$ cat config.mk
export PLATFORM = sky130hd
export DESIGN_NAME = data_write_buffer_flat
export DESIGN_NICKNAME = d
export VERILOG_FILES = /design/src/rtl/data_write_buffer_if.sv /design/src/rtl/data_write_buffer.sv /design/src/flat_wrapper.sv
export SDC_FILE = /design/constraint.sdc
export NUM_CORES = 1
export LEC_CHECK = 0
export BUFFER_PORTS_ARGS = -buffer_cell sky130_fd_sc_hd__buf_2
export CORE_MARGIN = 8
export CORE_UTILIZATION = 55
export CTS_CLUSTER_DIAMETER = 80
export DETAILED_ROUTE_END_ITERATION = 8
export PLACE_DENSITY = 0.84
export SLEW_MARGIN = 30
export SYNTH_ARGS = -nofsm -noshare
export SYNTH_HDL_FRONTEND = slang
export SYNTH_SLANG_ARGS = --single-unit
$ cat constraint.sdc
create_clock -name clk -period 11.7 [get_ports clk]
set_input_delay 1.755 -clock clk [delete_from_list [all_inputs] [get_ports clk]]
set_output_delay 1.755 -clock clk [all_outputs]
set_load 0.005 [all_outputs]
$ cat src/rtl/data_write_buffer_if.sv
// Core/dataram bundle for the posted-store write buffer.
// slave: buffer side; master: core plus dataram side.
interface data_write_buffer_if #(
   parameter int DATA_WIDTH = 32,
   parameter int BUS_WIDTH  = 17
);
   logic                  cpu_read;
   logic                  cpu_write;
   logic [BUS_WIDTH-1:0]  cpu_adr;
   logic [DATA_WIDTH-1:0] cpu_wd;
   logic [DATA_WIDTH-1:0] cpu_rd;
   logic                  cpu_stall;
   logic                  mem_write;
   logic [BUS_WIDTH-1:0]  mem_adr;
   logic [DATA_WIDTH-1:0] mem_wd;
   logic [DATA_WIDTH-1:0] mem_rd;
   logic                  buf_empty;

   modport slave (
      input  cpu_read, cpu_write, cpu_adr, cpu_wd, mem_rd,
      output cpu_rd, cpu_stall, mem_write, mem_adr, mem_wd,
      output buf_empty
   );

   modport master (
      output cpu_read, cpu_write, cpu_adr, cpu_wd, mem_rd,
      input  cpu_rd, cpu_stall, mem_write, mem_adr, mem_wd,
      input  buf_empty
   );
endinterface

$ cat src/rtl/data_write_buffer.sv
// Posted-store FIFO between core data port and single-port dataram.
// Ports: clk, reset (async, active-low), bus (slave modport).
module data_write_buffer #(
   parameter int DATA_WIDTH = 32,
   parameter int BUS_WIDTH  = 17,
   parameter int DEPTH      = 4
) (
   input  logic               clk,
   input  logic               reset,
   data_write_buffer_if.slave bus
);
   localparam int PW = (DEPTH > 1) ? $clog2(DEPTH) : 1;
   localparam int CW = $clog2(DEPTH + 1);

   logic [BUS_WIDTH-1:0]  r_adr [DEPTH];
   logic [DATA_WIDTH-1:0] r_dat [DEPTH];
   logic [PW-1:0]         r_head;
   logic [PW-1:0]         r_tail;
   logic [CW-1:0]         r_count;

   logic                  w_rd;
   logic                  w_wr;
   logic                  w_idle;
   logic                  w_full;
   logic                  w_nempty;
   logic                  w_hit;
   logic                  w_drain;
   logic                  w_enq;
   logic [DATA_WIDTH-1:0] w_fwd;

   // read+write together is treated as a write
   assign w_wr     = bus.cpu_write;
   assign w_rd     = bus.cpu_read & ~bus.cpu_write;
   assign w_idle   = ~bus.cpu_read & ~bus.cpu_write;
   assign w_full   = (r_count == CW'(DEPTH));
   assign w_nempty = (r_count != '0);

   // scan oldest to youngest so the youngest match wins
   always_comb begin
      logic [PW-1:0] v_idx;
      w_hit = 1'b0;
      w_fwd = '0;
      v_idx = '0;
      for (int i = 0; i < DEPTH; i++) begin
         v_idx = r_head + PW'(i);
         if ((CW'(i) < r_count) &&
             (r_adr[v_idx][BUS_WIDTH-1:2] ==
              bus.cpu_adr[BUS_WIDTH-1:2])) begin
            w_hit = 1'b1;
            w_fwd = r_dat[v_idx];
         end
      end
   end

   assign w_drain = w_nempty &
                    (w_idle | (w_rd & w_hit) | (w_wr & w_full));
   assign w_enq   = w_wr & ~w_full;

   assign bus.mem_write = w_drain;
   assign bus.mem_adr   = w_drain ? r_adr[r_head] : bus.cpu_adr;
   assign bus.mem_wd    = r_dat[r_head];
   assign bus.cpu_stall = w_wr & w_full;
   assign bus.buf_empty = ~w_nempty;
   // a miss is coherent in RAM: no pending store covers that word
   assign bus.cpu_rd    = ~w_rd ? '0 :
                          w_hit ? w_fwd : bus.mem_rd;

   // drain and enqueue are exclusive: full writes stall instead
   always_ff @(posedge clk or negedge reset) begin
      if (!reset) begin
         r_head  <= '0;
         r_tail  <= '0;
         r_count <= '0;
         for (int i = 0; i < DEPTH; i++) begin
            r_adr[i] <= '0;
            r_dat[i] <= '0;
         end
      end else if (w_drain) begin
         r_head  <= r_head + PW'(1);
         r_count <= r_count - CW'(1);
      end else if (w_enq) begin
         r_adr[r_tail] <= bus.cpu_adr;
         r_dat[r_tail] <= bus.cpu_wd;
         r_tail        <= r_tail + PW'(1);
         r_count       <= r_count + CW'(1);
      end
   end
endmodule
$ cat src/flat_wrapper.sv
// flat-port wrapper written by rule: the top's interface ports become plain ports
module data_write_buffer_flat 
#(
   parameter int DATA_WIDTH = 32,
   parameter int BUS_WIDTH  = 17,
   parameter int DEPTH      = 4
)
  (clk, reset, bus_cpu_read, bus_cpu_write, bus_cpu_adr, bus_cpu_wd, bus_mem_rd, bus_cpu_rd, bus_cpu_stall, bus_mem_write, bus_mem_adr, bus_mem_wd, bus_buf_empty);
  data_write_buffer_if #(.DATA_WIDTH(DATA_WIDTH), .BUS_WIDTH(BUS_WIDTH)) bus_i ();
  input  logic clk;
  input  logic reset;
  input wire logic [$bits(bus_i.cpu_read)-1:0] bus_cpu_read;
  input wire logic [$bits(bus_i.cpu_write)-1:0] bus_cpu_write;
  input wire logic [$bits(bus_i.cpu_adr)-1:0] bus_cpu_adr;
  input wire logic [$bits(bus_i.cpu_wd)-1:0] bus_cpu_wd;
  input wire logic [$bits(bus_i.mem_rd)-1:0] bus_mem_rd;
  output wire logic [$bits(bus_i.cpu_rd)-1:0] bus_cpu_rd;
  output wire logic [$bits(bus_i.cpu_stall)-1:0] bus_cpu_stall;
  output wire logic [$bits(bus_i.mem_write)-1:0] bus_mem_write;
  output wire logic [$bits(bus_i.mem_adr)-1:0] bus_mem_adr;
  output wire logic [$bits(bus_i.mem_wd)-1:0] bus_mem_wd;
  output wire logic [$bits(bus_i.buf_empty)-1:0] bus_buf_empty;
  assign bus_i.cpu_read = bus_cpu_read;
  assign bus_i.cpu_write = bus_cpu_write;
  assign bus_i.cpu_adr = bus_cpu_adr;
  assign bus_i.cpu_wd = bus_cpu_wd;
  assign bus_i.mem_rd = bus_mem_rd;
  assign bus_cpu_rd = bus_i.cpu_rd;
  assign bus_cpu_stall = bus_i.cpu_stall;
  assign bus_mem_write = bus_i.mem_write;
  assign bus_mem_adr = bus_i.mem_adr;
  assign bus_mem_wd = bus_i.mem_wd;
  assign bus_buf_empty = bus_i.buf_empty;
  data_write_buffer #(.DATA_WIDTH(DATA_WIDTH), .BUS_WIDTH(BUS_WIDTH), .DEPTH(DEPTH)) u_core (.clk(clk), .reset(reset), .bus(bus_i));
endmodule
# After elaboration in Yosys (flattened, before gate mapping)
# Index checks and enable logic that the tools add are counted.
[totals]
register_bits = 203
input_bits = 85
output_inout_bits = 84
elab_cells = 101
[classes]
n_addsub = 6
magnitude_cmp = 10
n_eq_ne = 5
muxes = 43
n_bitwise = 18
n_reduce_logical = 8
[op_table]
columns = ["op", "n"]
rows = [
  ["$mux 32", 15],
  ["$bmux 32 s2", 4],
  ["$mux 17", 10],
  ["$bmux 17 s2", 4],
  ["$bwmux 128", 1],
  ["$bwmux 68", 1],
  ["$demux 32 s2", 1],
  ["$eq 15x15->1", 4],
  ["$demux 17 s2", 1],
  ["$ge 3x3->1 const B", 5],
  ["$not 2->3", 5],
  ["$and 1x1->1", 6],
  ["$lt 1x3->1 const A", 2],
  ["$lt 2x3->1 const A", 2],
  ["$mux 3", 2],
  ["$logic_and 1x1->1", 5],
  ["$not 1->1", 5],
  ["$add 2x1->2 const B", 2],
  ["$add 2x2->2 const B", 2],
  ["$mux 1", 4],
  ["$add 3x1->3 const B", 1],
  ["$eq 3x3->1 const B", 1],
  ["$lt 3x1->1 const B", 1],
  ["$reduce_bool 3->1", 1],
  ["4 further kinds", 5],
]

# Logic depth before layout (Yosys ltp)
[depth]
depth_word = 16
mapped_depth = 15
depth_no_buf = 9

# Least setup slack after synthesis
# No wires, ideal clock.
[synth_path]
path_type = "in2out"
start = "input port bus_cpu_adr[12]"
end = "output port bus_mem_adr[10]"
arrival_time_ns = 4.230
required_ns = 9.945
slack_ns = 5.715
stages = 12
path_buffers = 5
path_cell_list = "clkbuf_1 -> xnor2_1 -> nand4_1 -> or3_1 -> buf_2 -> or3_4 -> and2_4 -> buf_6 -> a21o_1 -> buf_6 -> buf_6 -> mux2_4"
[synth_via]
elab_chain_cells = 11
word_cells_on_any_way = 17
classes_between = "4 x eq/ne; 5 x mux; 4 x bitwise; 4 x reduce/logical"
[synth_lines]
columns = ["element", "line_no", "rtl"]
rows = [
  ["start, declared", "flat_wrapper.sv:14", "input wire logic [$bits(bus_i.cpu_adr)-1:0] bus_cpu_adr;"],
  ["$eq 15x15->1", "data_write_buffer.sv:47", "(r_adr[v_idx][BUS_WIDTH-1:2] =="],
  ["$logic_and 1x1->1", "data_write_buffer.sv:46", "if ((CW'(i) < r_count) &&"],
  ["$mux 1 (3 in series)", "data_write_buffer.sv:46", ""],
  ["$mux 1 *", "data_write_buffer.sv:46", ""],
  ["$and 1x1->1 *", "data_write_buffer.sv:56", "(w_idle | (w_rd & w_hit) | (w_wr & w_full));"],
  ["$or 1x1->1 * (2 in series)", "data_write_buffer.sv:56", ""],
  ["$and 1x1->1 *", "data_write_buffer.sv:55", "assign w_drain = w_nempty &"],
  ["$mux 17 *", "data_write_buffer.sv:60", "assign bus.mem_adr = w_drain ? r_adr[r_head] : bus.cpu_adr;"],
  ["end, declared", "flat_wrapper.sv:20", "output wire logic [$bits(bus_i.mem_adr)-1:0] bus_mem_adr;"],
]
# Every way passes the cells marked *; elsewhere a longest branch is shown, timed or not.

# Worst setup path in the final report
[layout_path]
start = "register u_core.r_head[0]"
end = "output port bus_cpu_rd[28]"
[layout_via]
elab_chain_cells = 12
word_cells_on_any_way = 49
classes_between = "3 x add/sub; 4 x eq/ne; 34 x mux; 4 x bitwise; 4 x reduce/logical"
[layout_lines]
columns = ["element", "line_no", "rtl"]
rows = [
  ["start, declared", "data_write_buffer.sv:17", "logic [PW-1:0] r_head;"],
  ["start signal, assigned", "data_write_buffer.sv:79", "r_head <= r_head + PW'(1);"],
  ["$add 2x1->2 / $not 2->3 (equally long branches)", "data_write_buffer.sv:45, data_write_buffer.sv:47, data_write_buffer.sv:50", ""],
  ["$not 2->3 (not written as such) / $bmux 17 s2 (equally long branches)", "data_write_buffer.sv:47, data_write_buffer.sv:50", ""],
  ["$bmux 17 s2 / $mux 17 (equally long branches)", "data_write_buffer.sv:47", ""],
  ["$mux 17 (not written as such)", "data_write_buffer.sv:47", ""],
  ["$mux 17 (not written as such) / $eq 15x15->1 (equally long branches)", "data_write_buffer.sv:47", ""],
  ["$eq 15x15->1 / $logic_and 1x1->1 (equally long branches)", "data_write_buffer.sv:47, data_write_buffer.sv:46", ""],
  ["$logic_and 1x1->1 (tied with other cells)", "data_write_buffer.sv:46", ""],
  ["$mux 32 / $mux 1 (equally long branches) (3 in series)", "data_write_buffer.sv:46", ""],
  ["$mux 32 *", "data_write_buffer.sv:66", "w_hit ? w_fwd : bus.mem_rd;"],
  ["$mux 32 *", "data_write_buffer.sv:65", "assign bus.cpu_rd = ~w_rd ? '0 :"],
  ["end, declared", "flat_wrapper.sv:17", "output wire logic [$bits(bus_i.cpu_rd)-1:0] bus_cpu_rd;"],
]
# Every way passes the cells marked *; elsewhere a longest branch is shown, timed or not. The select of a mux whose other input is x is not followed.

==> reports/results.md <==
| Parameter | This run |
|:---|:---|
| Core region area | 0.0270 mm^2 |
| CP required | 9.95 ns |
| Type of the setup path with the least slack | flip-flop to output pin |
| Total Wirelength | 44400 um |
| Sum of negative setup slack | 0 ns |
| DR DRC count | 0 |
| Number of cells on the worst hold path | 1 |
| Min-Delay Startpoint | u_core.r_adr[1]$_DFFE_PN0P_ |
| R2r worst-path depth | 11 |
| Most common library cells after synthesis | sky130_fd_sc_hd__mux2_2 (291), sky130_fd_sc_hd__dfrtp_1 (203), sky130_fd_sc_hd__mux2i_1 (129) |
| Number of flops mapped to enable cells by yosys | 0 |
| Hold/Removal Path Class | flip-flop to flip-flop |
| Worst-path clk slew | 0.05 ns |
| Initial cell density of the core | 56.1% |
| Most common flop cell mapped by yosys | sky130_fd_sc_hd__dfrtp_1 |
| Summed instance area of the synthesized netlist | 0.0151 mm^2 |
| Post-detailed-route wirelength per cell | 23.0 um |
| Cell Pwr Density | 302 mW/mm^2 |
| Endpoint of the worst hold path | u_core.r_adr[1]$_DFFE_PN0P_ |
| Number of instances in the synthesized netlist | 1501 |
| Post-synth top area share | 33.6% |
| Vias in the first global route | 13200 |
| Die width | 182 um |
| Max capacitance violation total | 0 |
| Arr. time, crit path | 5.89 ns |
| Seq. cell area | 0.00509 mm^2 |
| HPWL reported at the end of detailed placement | 28700 um |
| Post-route fraction of the period consumed by the critical path | 65.3% |
| Worst-path maximum fanout | 66 |
| Number of antenna violations at the first check in global routing | 5 |
| Reg-to-reg critical path endpoint | u_core.r_head[0]$_DFFE_PN0P_ |
| Worst setup slack for register-to-register paths | 6.84 ns |
| Most numerous cell in the Yosys netlist | sky130_fd_sc_hd__mux2_2 |
| Count of instances resized after the clock tree is built | 0 |
| Maximum VDD drop | 138 uV |
| DR vias | 13100 |
| Die outline height | 182 um |
| Largest net degree at the start of global routing | 110 |
| Timing-limited maximum frequency | 0.131 GHz |
| Area growth from synthesis to final layout | 11.6% |
| Part of the Yosys area used for sequential elements | 33.6% |
| Clock root buffer | sky130_fd_sc_hd__clkbuf_16 |
| Leading post-synthesis cells by cell area | sky130_fd_sc_hd__dfrtp_1 (34%), sky130_fd_sc_hd__mux2_2 (22%), sky130_fd_sc_hd__mux2i_1 (8.5%), sky130_fd_sc_hd__o21ai_0 (3.8%), sky130_fd_sc_hd__o2bb2ai_1 (3.7%) |
| Worst setup SP type | flip-flop |
| Overflow left after global routing | 0 |
| Global-route wire length before repair | 71500 um |
| Later-pin clock latency in the skew report | 0.53 ns |
| Leakage Power | 7.27 nW |
| Capturing element type of the critical path | output pin |
| Mean post-synth cell area | 10.1 um^2 |
| Final Max Slew Viols | 0 |
| Final-report hold violation count | 0 |
| Placer Congestion | 0.967 |
| 1st-pass router iterations | 8 |
| Fraction of the core area covered by cells at the end of the flow | 62.6% |
| Fraction of layout cells with a size suffix above 1 | 35.7% |
| GRT Resource Usage Total | 26.2% |
| Post-route cell area | 0.0169 mm^2 |
| Outcome | finished clean |
| Antenna Nets Post-Route | 0 |
| Num Clock Sinks | 203 |
| Total die area | 0.0330 mm^2 |
| Setup repair after global routing missed its margin | no |
| Instance area at placement | 0.0160 mm^2 |
| Worst clock skew on the final layout | 0.00911 ns |
| Yosys warns | 0 |
| DR iter-0 viols | 1426 |
| Post-synthesis cell type count | 62 |
| IO buf count | 168 |
| Maximum clock path buffer count | 3 |
| Slew of the pin with the lowest slew margin | 0.905 ns |
| Tightest slew margin relative to the limit | 39.5% |
| Number of filler instances in the final layout | 2086 |
| H-tree depth | 1 |
| Inserted Clock Buffers | 25 |
| Area of the multi-input gates | 0.00942 mm^2 |
| # hold bufs at CTS | 0 |
| Num rows | 60 |
| Final worst path period need | 7.64 ns |
| Routed vias/inst | 6.77 |
| Post-synthesis register bit count | 203 |
| Final net count | 1663 |
| Setup violation total in the final timing report | 0 |
| Synth Net Count | 1594 |
| R2r startpoint | u_core.r_head[1]$_DFFE_PN0P_ |
| Cell taking the most area after synthesis | sky130_fd_sc_hd__dfrtp_1 |
| Hold slack | 0.498 ns |
| Async set-or-reset flop fraction in the synthesized netlist | 100% |
| Number of placed I/O pins | 169 |
| Buffers inserted by post-CTS timing repair | 0 |
| CTS tree | built |
[final cells by class]
| type | count | share of cell area (%) |
|---|---|---|
| clock inverter | 7 | 0.690 |
| inverter | 14 | 0.319 |
| multi-input combinational | 1138 | 55.9 |
| clock buffer | 37 | 4.21 |
| tap | 341 | 2.53 |
| timing repair buffer | 188 | 6.16 |
| sequential | 203 | 30.2 |
| antenna | 4 | 0.0593 |
[registers in the layout, indices dropped and copies added (netlist names)]
signal          count
u_core.r_count      3
u_core.r_adr       68
u_core.r_dat      128
u_core.r_tail       2
u_core.r_head       2
[cell usage in the layout, fill, tap and decap left out, drive strengths merged, types with 36 or more instances in the layout]
cell type,count
clkbuf,38
dfrtp,203
o22ai,38
xnor2,47
buf,187
o21ai,116
a21oi,71
mux2i,129
o2bb2ai,64
nor2,107
nand3,36
mux2,298
[per-layer routing]
metal	share of wire (%)	global-route usage (%)
met4	3.4	10.7
met2	47	42.6
met1	41	34.4
met5	0.029	0
met3	8.0	4.47
[how the worst max path moves through the flow]
stage | from | end | cells after the start
global route | u_core.r_head[0]$_DFFE_PN0P_ | bus_cpu_rd[3] | 12
detailed placement | u_core.r_head[0]$_DFFE_PN0P_ | bus_cpu_rd[3] | 12
finish | u_core.r_head[0]$_DFFE_PN0P_ | bus_cpu_rd[28] | 12
global placement | u_core.r_head[0]$_DFFE_PN0P_ | bus_cpu_rd[8] | 12
CTS | u_core.r_head[0]$_DFFE_PN0P_ | bus_cpu_rd[3] | 12
floorplan | bus_cpu_adr[12] | bus_mem_adr[10] | 12
[metrics by stage]
stage	std cells	total power, W	setup WS (ns)
5_1_grt	1932	0.00541	3.64
6_report	1932	0.00510	4.06
2_1_floorplan	1501	0.00347	5.72
4_1_cts	1928	0.00506	4.12
3_3_place_gp	1883	0.00412	4.77
3_5_place_dp	1884	0.00425	4.64
[critical path, stage by stage (launching register included)]
cell and delay, ns:
sky130_fd_sc_hd__dfrtp_4 0.95, sky130_fd_sc_hd__clkinv_2 0.83, sky130_fd_sc_hd__buf_4 0.60, sky130_fd_sc_hd__a21o_1 0.26, sky130_fd_sc_hd__o32ai_1 0.37, sky130_fd_sc_hd__o2111ai_4 0.17
sky130_fd_sc_hd__buf_4 0.35, sky130_fd_sc_hd__or2_2 0.68, sky130_fd_sc_hd__nand2_1 0.17, sky130_fd_sc_hd__buf_4 0.39, sky130_fd_sc_hd__a21oi_1 0.09, sky130_fd_sc_hd__a211oi_1 0.29
sky130_fd_sc_hd__buf_2 0.16
[where the power goes]
group / internal (W) / switching (W)
Clock: 0.000484 / 0.000299
Sequential: 0.00107 / 0.000370
Combinational: 0.00139 / 0.00148
Total: 0.00294 / 0.00215
[cells by family after synthesis]
kind of cell,synth area share [%]
fa+ha+maj,0.663
buf+inv,4.39
flops,33.6
mux,34.5
compound gates,15.3
simple gates,8.25
xor+xnor,3.25
Power figures use the tool's default switching activity.
